$ cat src/rtl/inst_queue.sv
// In-order instruction queue between fetch and decode/dispatch. Stores {pc, inst}
// pairs, shows the head combinationally (a NOP when empty) and empties on a redirect flush.
module inst_queue #(
   parameter int          DEPTH    = 4,
   parameter logic [31:0] NOP_INST = 32'h0000_0013
) (
   input  logic                       clk,
   input  logic                       rst_n,
   input  logic                       flush,
   input  logic                       push_valid,
   input  logic [31:0]                push_pc,
   input  logic [31:0]                push_inst,
   output logic                       push_ready,
   input  logic                       pop,
   output logic                       head_valid,
   output logic [31:0]                head_pc,
   output logic [31:0]                head_inst,
   output logic [$clog2(DEPTH):0]     count
);

   localparam int AW = $clog2(DEPTH);
   localparam int CW = AW + 1;

   typedef struct packed {
      logic [31:0] pc;
      logic [31:0] inst;
   } entry_t;

   entry_t          mem_q [DEPTH];
   logic [AW-1:0]   wr_ptr_q, wr_ptr_d;
   logic [AW-1:0]   rd_ptr_q, rd_ptr_d;
   logic [CW-1:0]   count_q,  count_d;
   logic            push_ok, pop_ok;
   entry_t          head_entry;

   // Status depends only on registered occupancy, so no input reaches any output.
   assign push_ready = (count_q != CW'(DEPTH));
   assign head_valid = (count_q != '0);
   assign count      = count_q;

   assign push_ok = push_valid & push_ready & ~flush;
   assign pop_ok  = pop & head_valid & ~flush;

   // NOTE: every signal driven here gets a default first, so no latch can be inferred.
   always_comb begin
      wr_ptr_d = wr_ptr_q;
      rd_ptr_d = rd_ptr_q;
      count_d  = count_q;
      if (flush) begin
         wr_ptr_d = '0;
         rd_ptr_d = '0;
         count_d  = '0;
      end else begin
         if (push_ok) wr_ptr_d = wr_ptr_q + AW'(1);
         if (pop_ok)  rd_ptr_d = rd_ptr_q + AW'(1);
         case ({push_ok, pop_ok})
            2'b10:   count_d = count_q + CW'(1);
            2'b01:   count_d = count_q - CW'(1);
            default: count_d = count_q;
         endcase
      end
   end

   // NOTE: sequential state uses non-blocking assignments so all registers update together.
   always_ff @(posedge clk or negedge rst_n) begin
      if (!rst_n) begin
         wr_ptr_q <= '0;
         rd_ptr_q <= '0;
         count_q  <= '0;
      end else begin
         wr_ptr_q <= wr_ptr_d;
         rd_ptr_q <= rd_ptr_d;
         count_q  <= count_d;
      end
   end

   // NOTE: the storage array is deliberately not reset; head outputs are gated by head_valid.
   always_ff @(posedge clk) begin
      if (push_ok) mem_q[wr_ptr_q] <= '{pc: push_pc, inst: push_inst};
   end

   assign head_entry = mem_q[rd_ptr_q];
   assign head_pc    = head_valid ? head_entry.pc   : 32'h0;
   assign head_inst  = head_valid ? head_entry.inst : NOP_INST;

endmodule
$ cat config.mk
export PLATFORM = sky130hd
export DESIGN_NAME = inst_queue
export DESIGN_NICKNAME = d
export VERILOG_FILES = /design/src/rtl/inst_queue.sv
export SDC_FILE = /design/constraint.sdc
export NUM_CORES = 1
export LEC_CHECK = 0
export CAP_MARGIN = 0
export CORE_ASPECT_RATIO = 0.6
export CORE_UTILIZATION = 59
export CTS_BUF_LIST = sky130_fd_sc_hd__clkbuf_4 sky130_fd_sc_hd__clkbuf_8 sky130_fd_sc_hd__clkbuf_16
export CTS_CLUSTER_DIAMETER = 120
export CTS_CLUSTER_SIZE = 8
export DETAILED_ROUTE_END_ITERATION = 16
export PLACE_DENSITY = 0.86
export SETUP_SLACK_MARGIN = 0.15
export SLEW_MARGIN = 20
export SYNTH_ARGS = -nofsm -noshare
export SYNTH_HDL_FRONTEND = slang
export SYNTH_SLANG_ARGS = --single-unit
$ cat constraint.sdc
create_clock -name clk -period 8.1 [get_ports clk]
set_input_delay 1.62 -clock clk [delete_from_list [all_inputs] [get_ports clk]]
set_output_delay 1.62 -clock clk [all_outputs]
set_load 0.02 [all_outputs]
==> results.txt, run 1 <==
The initial core utilization is 61.5%. Setup repair after global routing left no endpoint under its margin. The area of the core region was 16600 sq um. The largest stage delay on the critical path was 790 ps. Total number of H-tree levels: 2. The required time reported for the critical path endpoint was 6480 ps; the total via count after detailed routing was 5086.

The highest metal layer with signal wires is met5. The antenna violation net count after detailed routing was 0. STA classifies the critical path endpoint as a primary output. The logs give 5457 for the via count of the first global-routing pass and 0 for the number of maximum-capacitance violations.

Of all nets on the critical path, the largest fanout is 38. The worst register-to-register path has a depth of 8. The floorplan has 36 rows. The cell area that synthesis handed to floorplanning was 10200 sq um. The largest area contributor in the netlist was sky130_fd_sc_hd__edfxtp_1. For the pin with the worst max-slew slack, the measured transition is 1020 ps.

The worst pin sits at a relative slew slack of 32.3%. The fraction of synthesized cell area taken by the top area cell type came out at 75.4%. Synthesis produced a netlist whose cell count is 469. TritonCTS created 38 clock buffers. For this run, design rule violations remaining after detail routing come to 0. The area growth from synthesis to layout is 26.3%. The run gives 9840 um as the detailed route wirelength on metal2. Measured on the finished design, the core utilization comes to 77.7%. The flow ran to the end, and the final reports show no timing, DRC or antenna violations.

The tools report the maximum clock frequency as 198 MHz. In the layout the commonest cells are sky130_fd_sc_hd__edfxtp_1, sky130_fd_sc_hd__clkdlybuf4s50_1, sky130_fd_sc_hd__mux4_2, sky130_fd_sc_hd__and2_1, sky130_fd_sc_hd__clkbuf_16. TritonCTS built the clock tree. The count of port buffers added during placement was 137.

The signal on the critical path passes through buf_4, mux4_2, and2_1, clkdlybuf4s50_1. In this run the horizontal extent of the chip is 172 um. Summing internal, switching and leakage power gives 3.48 mW. Clock-pin slew was measured on the worst setup and hold paths at 60 ps. The worst-case IR drop observed on VDD is 0.000210 V.

In this run the power density over the cells is 270 nW/um^2. The kind of critical path is flip-flop to primary output. Dividing the synthesized area by the synthesized cell count gives 21.7 sq um.

The share of synthesized flip-flops with an asynchronous set or reset is 2.66%, and the sequential element share of the synthesized area is 77.1%. For the maximum count of clock buffers along a single path, the log shows 3. Dividing the detail-routed wire length by the instance count gives 23.9 um. For the arrival time at the worst endpoint, the log shows 3420 ps. The logs give 263 for the sink count of the clock tree and 697 for the final net count. The tools report the routed wire length as 20700 um. The die area was 17800 sq um. The post-cts repair resize count was 0. For this design the static power due to leakage is 4.16 nW. The count of buffers added by post-CTS timing repair for setup came out at 0. Count of final hold-check violations: 0. The worst setup path is launched from a flip-flop. Entering global routing, the biggest net connects 65 pins. The met1 wire length is 8880 um, and the total nets after synthesis is 543. The run gives 34 as the count of distinct cell types in the synthesized netlist. Leaving out fill and tap cells, the most frequent cell in the layout is sky130_fd_sc_hd__edfxtp_1. The logs give 0 for the total overflow reported by the global router and 15.8 ps for the worst setup skew after layout. The average via count per standard cell was 5.85. The total count of max-transition violations in the final report was 0; the number of cells traversed by the worst hold path was 2. The count of routing violations after the opening detailed-route iteration came out at 460. The summed negative setup slack over all endpoints was 0 ps; the clock network latency to the later pin of the worst-skew pair was 500 ps. Across every metal layer, demand over resource in global routing totals 24.2%. The number of placed instances, taps included, is 811. Initial antenna violation count: 3. The weighted congestion at the end of routability-driven global placement is 0.739, and the flop and latch count out of synthesis is 263.

The height of the chip works out to 104 um. 138 I/O pins were placed. Detailed placement ended at an HPWL of 11100 um. The run gives 31300 um as the global-route wire length before repair. The tools report the cts-stage hold buffer count as 0.

Type of the tightest min-delay check: flip-flop to flip-flop. The cell with the largest stage delay on the worst path is sky130_fd_sc_hd__dfrtp_4. Root buffer cell: sky130_fd_sc_hd__clkbuf_16.

The logs give 869 for the number of standard cells in the layout, taps in and fillers out and 1740 um for the detailed-routed wire length on met3. The fraction of the cycle the final worst path needs is 62.2%. Counting flops with a built-in enable in the synthesized netlist gives 256. The number of endpoints failing setup at the final stage came out at 0.

The count of warnings emitted by yosys is 0. The detailed-routing iteration count for the pre-antenna-repair pass is 5, and the final critical path time including I/O delays and setup is 5040 ps. The predominant post-synthesis flop cell was sky130_fd_sc_hd__edfxtp_1. In the post-synthesis netlist, the biggest area contributors are sky130_fd_sc_hd__edfxtp_1, sky130_fd_sc_hd__mux4_2, sky130_fd_sc_hd__and2_1. Cells with a size suffix above 1 make up 20.3% of the layout.
[kinds of logic (layout without fill, tap and decap cells)]
kind of cell,Yosys count,after routing,synth area share (%)
AOI/OAI and AO/OA,11,11,0.712
xor gates and xnor gates,4,4,0.344
adders and majority gates,5,5,0.687
buffers and inverters,28,198,1.53
DFF,263,263,77.1
muxes,64,64,14.1
other,0,2,0
and+or+nand+nor,94,94,5.46
[per-stage QoR]
step / hold WS [ps] / setup slack [ps] / area (sq um)
finish: 584 / 3060 / 12900
CTS: 580 / 2960 / 12900
global route: 599 / 2830 / 12900
global placement: 554 / 3550 / 11700
detailed placement: 573 / 3530 / 11700
floorplan: 543 / 4090 / 10200
[worst max-delay path: cells and delay by family, from the launching register on]
kind | cells | cell delay [ps]
DFF | 1 | 790
muxes | 1 | 630
and+or+nand+nor | 1 | 200
buffers and inverters | 2 | 1260
[per-layer routing]
metal,vias up,global-route usage [%]
met2,223,37.8
met3,28,6.69
met4,2,5.61
li1,2198,-
met5,-,0
met1,2635,34.4
[flip-flops by register name, summed over array words and instances, names as in the netlist]
name      cells
count         3
rd_ptr_q      2
wr_ptr_q      2
mem_q       256
[cell usage after synthesis (2+ instances only)]
library cell / count
sky130_fd_sc_hd__clkbuf_1: 9
sky130_fd_sc_hd__buf_6: 5
sky130_fd_sc_hd__ha_1: 4
sky130_fd_sc_hd__a21oi_1: 3
sky130_fd_sc_hd__nor2_1: 7
sky130_fd_sc_hd__dfrtp_1: 7
sky130_fd_sc_hd__edfxtp_1: 256
sky130_fd_sc_hd__buf_2: 10
sky130_fd_sc_hd__o21ai_0: 2
sky130_fd_sc_hd__or2_1: 3
sky130_fd_sc_hd__nand2_1: 6
sky130_fd_sc_hd__xnor2_1: 2
sky130_fd_sc_hd__xor2_1: 2
sky130_fd_sc_hd__and2_1: 65
sky130_fd_sc_hd__nor3_1: 2
sky130_fd_sc_hd__nand3_1: 4
sky130_fd_sc_hd__mux4_2: 64
sky130_fd_sc_hd__inv_1: 2
[worst paths after layout]
kind / from / endpoint / slack [ps]
hold / removal: wr_ptr_q[1]$_DFFE_PN0P_ / wr_ptr_q[1]$_DFFE_PN0P_ / 580
min in group asynchronous: rst_n / rd_ptr_q[0]$_DFFE_PN0P_ / 1400
max in group asynchronous: rst_n / rd_ptr_q[0]$_DFFE_PN0P_ / 6410
hold reg to reg: wr_ptr_q[1]$_DFFE_PN0P_ / wr_ptr_q[1]$_DFFE_PN0P_ / 580
setup / recovery: rd_ptr_q[0]$_DFFE_PN0P_ / head_pc[27] / 3060
setup reg to reg: count[0]$_DFFE_PN0P_ / count[1]$_DFFE_PN0P_ / 5270
[cell type report]
type	instances	area, sq um
fill	887	3700
antenna	2	5.00
clock buffer	56	1140
inverter	3	11.3
tap	228	285
sequential	263	7870
multi-input combinational	178	2190
timing repair buffer	139	1390
[power by group]
part	internal [mW]	total, mW	switching (mW)
Sequential	1.54	1.57	0.0280
Combinational	0.214	0.425	0.211
Clock	0.957	1.48	0.526
Total	2.72	3.48	0.765
Power figures use the tool's default switching activity.
==> run 2: changes to the inputs <==
- CORE_UTILIZATION: 59 -> 55
- PLACE_DENSITY: 0.86 -> 0.81
- clock period: 8.1 -> 5.15 ns (I/O delays scaled with it)
==> run 2 against run 1 <==
  * Setup slack got worse by 1900 ps
  * Highest routed layer is now met4
  * Sequential share of layout area increased by 0.28 points
  * Clock power increased by 47%
==> results.txt, run 2 (synthesized netlist as in run 1, its figures left out) <==
Setup repair after global routing left no endpoint under its margin. The most common library cell in the layout ignoring fill and taps was sky130_fd_sc_hd__edfxtp_1. Leaving out fill and tap cells, the most frequent cells in the layout are sky130_fd_sc_hd__edfxtp_1, sky130_fd_sc_hd__clkdlybuf4s50_1, sky130_fd_sc_hd__mux4_2, sky130_fd_sc_hd__and2_1, sky130_fd_sc_hd__clkbuf_16. Compared with the post-synthesis result, the final layout area differs by 25.8%. The first global-routing pass estimated 29300 um of wire. The placed wire-length estimate was 10900 um.

The reg2reg setup slack is 2320 ps. For the overall power after layout, the log shows 5.30 mW. The first TritonRoute pass finished after 4 iterations. On the final layout, the worst hold slack is 593 ps. Once the clock tree was built, the setup fixing pass inserted 0 buffers. Arrival time at the worst endpoint: 2980 ps.

The post-route netlist has 19.3% of its cells at a drive strength greater than 1. For hold timing, the worst endpoint is wr_ptr_q[1]$_DFFE_PN0P_. The maximum number of pins on one net before global-route repair is 65. The sort of element at the end of the critical path is a primary output. The number of I/O pins is 138. The total overflow reported by the global router was 0. The run gives 0 as the total count of max-transition violations in the final report. The final layout contains routed wiring with a total length of 19000 um. The number of cells traversed by the worst register-to-register path is 8, and the fraction of the cycle the final worst path needs is 77.9%.

The congestion estimate from routability-driven global placement came to 0.730. The repair_antennas step left the layout with diodes totalling 0. The post-cts repair resize count was 0; the worst setup skew after layout was 15.3 ps. Summed over all failing endpoints, the final setup total negative slack is 0 ps. Counting the buffers created by CTS gives 38. Total cell area at the placement stage: 11800 sq um.

The count of final hold-check violations was 0; the sink count of the clock tree was 263. In the routed layout, each cell is associated on average with a via count of 5.73. The tools report the final setup slack of the worst path as 1140 ps. The run gives 871 as the number of standard cells in the layout, taps in and fillers out. Dividing total power by cell area gives a power density of 414 nW/um^2. The area of the core region was 18100 sq um. Clock tree synthesis selected as its root buffer the cell sky130_fd_sc_hd__clkbuf_16.

The initial antenna violation count was 0; the number of cells traversed by the worst hold path was 2. The multi-input combinational cells in the finished layout cover a total of 2190 sq um. Final critical path time including I/O delays and setup: 4010 ps.

The final net count came out at 698. Across the run, the number of max-cap violations was 0. Clock network latency to the later pin of the worst-skew pair: 490 ps.

Counting tap cells, the placed design contains a total of 824 instances. TritonCTS built the clock tree. Layout filler cell count: 1103. The worst register-to-register path ends at count[1]$_DFFE_PN0P_. The run gives 0 as the cts-stage hold buffer count. The worst setup path is launched from a flip-flop. Row generation in the floorplan step produced 38 rows. The clock passes through at most 3 buffers.

In this run the most critical hold path is launched from wr_ptr_q[1]$_DFFE_PN0P_. The critical path is of the flip-flop to primary output type. The via count of the first global-routing pass is 5233, and the worst-case vdd ir drop is 0.000282 V.

For the total via count after detailed routing, the log shows 4994. The count of buffers added on input and output ports is 137. In the global route stage, overall resource usage came out at 20.9%. The maximum clock frequency came out at 249 MHz. The required time reported for the critical path endpoint was 4120 ps; the antenna violation net count after detailed routing was 0. The analysis attributes to cell leakage a power of 4.12 nW.

The logs give 2 for the total number of H-tree levels and 0 for the number of DRC violations after detailed routing. The min-delay analysis places its worst path in the category flip-flop to flip-flop. Finished layout cell area: 12800 sq um. The register with the most flip-flops in the layout has 256 of them. In this run, the number of DRC markers left after iteration 0 of detailed routing was 380. The initial utilization of the core area, before any placement, comes to 56.3%.

Slew at the pin closest to its max-slew limit: 1000 ps. The sequential cells in the finished layout cover a total of 7870 sq um. The logs give 1570 ps for the pre-CTS setup slack and 0 for the number of endpoints failing setup at the final stage. In this run the tightest slew margin relative to its limit is 33.2%.

The clock-pin slew on the worst setup and hold paths was 50 ps; the per-cell routed wire length was 21.8 um. From bottom edge to top edge, the die measures 107 um. The run finished with clean final reports. Register containing the most flip-flops in the final layout: mem_q. The die area is 19100 sq um, and the width of the die is 178 um. In this run the critical register-to-register path is launched from count[0]$_DFFE_PN0P_.

The utilization of the core after routing was 70.8%. Of all nets on the critical path, the largest fanout is 32.
==> run 2: per-layer routing <==
metal	GRT usage, %	routed length [um]	vias to the layer above
li1	-	-	2198
met1	31.1	8570	2573
met2	31.8	8730	207
met3	5.58	1540	16
met4	3.60	132	0
met5	0	0	-
==> run 2: worst max path at each step <==
stage	startpoint	end	slack [ps]	cells after the start
after detailed placement	rd_ptr_q[0]$_DFFE_PN0P_	head_inst[6]	1570	4
after CTS	rd_ptr_q[0]$_DFFE_PN0P_	head_inst[6]	1050	4
final	rd_ptr_q[0]$_DFFE_PN0P_	head_inst[6]	1140	4
after global placement	rd_ptr_q[0]$_DFFE_PN0P_	head_inst[31]	1590	4
after global routing	rd_ptr_q[0]$_DFFE_PN0P_	head_inst[6]	960	4
after floorplan	push_valid	mem_q[0][0]$_DFFE_PP_	1730	4
==> run 2: worst max-delay path, cell delays in order (launching register included) <==
cell,delay (ps)
sky130_fd_sc_hd__dfrtp_4,840
sky130_fd_sc_hd__buf_4,390
sky130_fd_sc_hd__mux4_2,540
sky130_fd_sc_hd__and2_1,170
sky130_fd_sc_hd__clkdlybuf4s50_1,540
==> run 2: area by class of cell <==
type	count	share of cell area [%]
Sequential cell	263	61.4
Timing Repair Buffer	140	11.1
Clock inverter	1	0.0683
Tap cell	240	2.34
Clock buffer	46	8.02
Multi-Input combinational cell	178	17.0
Inverter	3	0.0878
==> run 2: report_power, final <==
part           total [mW]  leakage [nW]  internal (mW)  switching, mW
sequential           2.47          2.42           2.43         0.0446
combinational       0.662          1.18          0.341          0.320
clock                2.17         0.517           1.38          0.788
==> run 3: changes to the inputs <==
- CORE_UTILIZATION: 55 -> 49
- PLACE_DENSITY: 0.81 -> 0.76
- clock period: 5.15 -> 3.35 ns (I/O delays scaled with it)
==> run 3 against run 2 <==
  * Clock power rose by 54%
  * Clock-buffer cell count did not move
  * Core utilization fell by 5.6 points
  * Largest cell class unchanged
  * Largest power group unchanged
==> results.txt, run 3 (synthesized netlist as in run 1, its figures left out) <==
The total number of H-tree levels is 2, and the detailed-routing iteration count for the pre-antenna-repair pass is 4. Sink count of the clock tree: 263. Input and output buffers added on the ports amount to 137. The via count of the first global-routing pass is 5545. The fraction of the cycle the final worst path needs is 96.0%. The register containing the most flip-flops in the final layout is mem_q. In this run, the number of DRC markers left after iteration 0 of detailed routing was 346.

TritonCTS built the clock tree. The number of endpoints failing setup at the final stage came out at 0. The register with the most flip-flops in the layout has 256 of them. The clock passes through at most 3 buffers. After detailed routing, the number of vias per cell comes to 5.50. The area of the core region came out at 20200 sq um. The worst setup skew after layout was 11.8 ps; the width of the die was 188 um. Leaving out fill and tap cells, the most frequent cells in the layout are sky130_fd_sc_hd__edfxtp_1, sky130_fd_sc_hd__clkdlybuf4s50_1, sky130_fd_sc_hd__mux4_2, sky130_fd_sc_hd__and2_1, sky130_fd_sc_hd__clkbuf_16. The congestion estimate from routability-driven global placement came to 0.747.

The total count of max-transition violations in the final report is 0, and the global-route wire length before repair is 31200 um. After global routing the overflow that remains totals 0. The die is 114 um tall. The kind of start point of the critical path was a flip-flop. The proportion of layout cells with a drive suffix above 1 was 22.5%. Leaving out fill and tap cells, the most frequent cell in the layout is sky130_fd_sc_hd__edfxtp_1.

The kind of critical path was flip-flop to primary output. The tools report the initial antenna violation count as 3. Compared with the post-synthesis result, the final layout area differs by 29.0%.

In this run the worst path has a maximum fanout of 12. The design draws 8.24 mW. The tool flagged a number of max-cap violations equal to 0. Walking the worst path, the cells encountered are buf_12, mux4_2, and2_1, clkdlybuf4s50_1. Maximum clock frequency: 311 MHz. The tools report the root buffer cell as sky130_fd_sc_hd__clkbuf_16. The final setup slack of the worst path is 134 ps. OpenSTA, run right after detailed placement, puts the worst setup slack at 487 ps. For the die area, the log shows 21400 sq um. After clock tree synthesis, the clock-pin slew on the worst setup and hold paths is 60 ps. Setup repair after global routing could not meet its margin everywhere. For the count of final hold-check violations, the log shows 0. Finished layout cell area: 13200 sq um. The flow ran to the end, and the final reports show no timing, DRC or antenna violations. At the pin with the least slew margin, the transition time is 405 ps.

The per-cell routed wire length came out at 21.8 um. For this design, the slowest cell found on the critical path is sky130_fd_sc_hd__dfrtp_4. Headroom to the max-slew limit came out at 72.9%. For this block, the routed nets add up to 20200 um of wire.

For this configuration, the core starts out at a cell density of 50.5%. The HPWL after detailed placement is 12400 um. The initialized floorplan defines 40 standard-cell rows. Type of the tightest min-delay check: primary input to asynchronous set/reset pin. The required time reported for the critical path endpoint was 2680 ps. The kind of cell with the highest combined delay along the critical path is buffers and inverters. Together, buffers and inverters on the worst path number 2.

The placed instances occupy a cell area of 12100 sq um. The run gives 4.26 nW as the leakage power. The maximum number of pins on one net before global-route repair is 34, and the final critical path time including I/O delays and setup is 3220 ps.

Detailed routing inserted a total of 5101 vias. Dividing total power by cell area gives a power density of 627 nW/um^2. At the end of the flow, the number of nets in the layout was 721. Antenna violation net count after detailed routing: 0. The largest stage delay on the critical path is 560 ps. During I/O placement, the number of pins put on the boundary was 138.

The arrival time at the worst endpoint is 2550 ps, and the worst hold-check slack is 458 ps. For the clock network latency to the later pin of the worst-skew pair, the log shows 490 ps. After detailed routing, the number of remaining DRC violations is 0. For the total global routing track utilization, the log shows 19.7%.

Adding up every negative setup slack in the final design gives 0 ps. STA classifies the critical path endpoint as a primary output. The TritonCTS buffer count is 38. The run gives 0.000426 V as the worst-case vdd ir drop.
## run 3: cell count changes in the layout (fill, tap and decap cells not counted)
cell	delta
sky130_fd_sc_hd__dfrtp_4	+1
sky130_fd_sc_hd__diode_2	+1
sky130_fd_sc_hd__dfrtp_2	+1
sky130_fd_sc_hd__buf_12	+8
sky130_fd_sc_hd__inv_2	-1
sky130_fd_sc_hd__nor3_2	-1
sky130_fd_sc_hd__inv_4	+1
sky130_fd_sc_hd__dfrtp_1	-2
sky130_fd_sc_hd__nor3_4	+1
sky130_fd_sc_hd__buf_4	+15
## run 3: worst paths after layout
path	start	end	slack (ps)	depth (start not counted)
setup reg to reg	count[2]$_DFFE_PN0P_	count[1]$_DFFE_PN0P_	900	9
setup / recovery	rd_ptr_q[0]$_DFFE_PN0P_	head_pc[23]	130	4
max in group asynchronous	rst_n	rd_ptr_q[0]$_DFFE_PN0P_	2590	1
hold / removal	rst_n	count[2]$_DFFE_PN0P_	460	1
min in group clk	wr_ptr_q[1]$_DFFE_PN0P_	wr_ptr_q[1]$_DFFE_PN0P_	590	2
hold reg to reg	wr_ptr_q[1]$_DFFE_PN0P_	wr_ptr_q[1]$_DFFE_PN0P_	590	2
## run 3: final cells by class
class | instances | area [sq um]
Timing Repair Buffer | 163 | 1690
Multi-Input combinational cell | 178 | 2190
Tap cell | 273 | 342
Inverter | 3 | 13.8
Fill cell | 1340 | 7020
Clock inverter | 1 | 8.76
Antenna cell | 1 | 2.50
Clock buffer | 46 | 1030
Sequential cell | 263 | 7870
## run 3: repair_timing
action / CTS / global route
setup buffers: 3 / 1
hold buffers: 0 / 0
hold endpoints to repair: 0 / 0
resized for setup: 5 / 0
endpoints found under the setup margin: 58 / 55
## run 3: per-stage QoR
stage	cells	utilization (%)
after floorplan	469	-
after global placement	876	59.8
after detailed placement	876	59.8
after CTS	926	65.2
after global routing	927	65.2
final	928	65.2
## run 3: per-layer routing
layer,vias to the layer above,part of all wire [%],track usage [%]
met5,-,0.084,0
met4,2,0.63,4.55
met3,18,7.1,5.26
met2,175,47,29.9
met1,2662,45,28.8
li1,2244,-,-
## run 3: power by group
| group | switching [mW] | total (mW) | internal [mW] |
|---|---|---|---|
| registers | 0.0470 | 3.78 | 3.73 |
| clock network | 1.22 | 3.34 | 2.12 |
| logic | 0.538 | 1.12 | 0.581 |
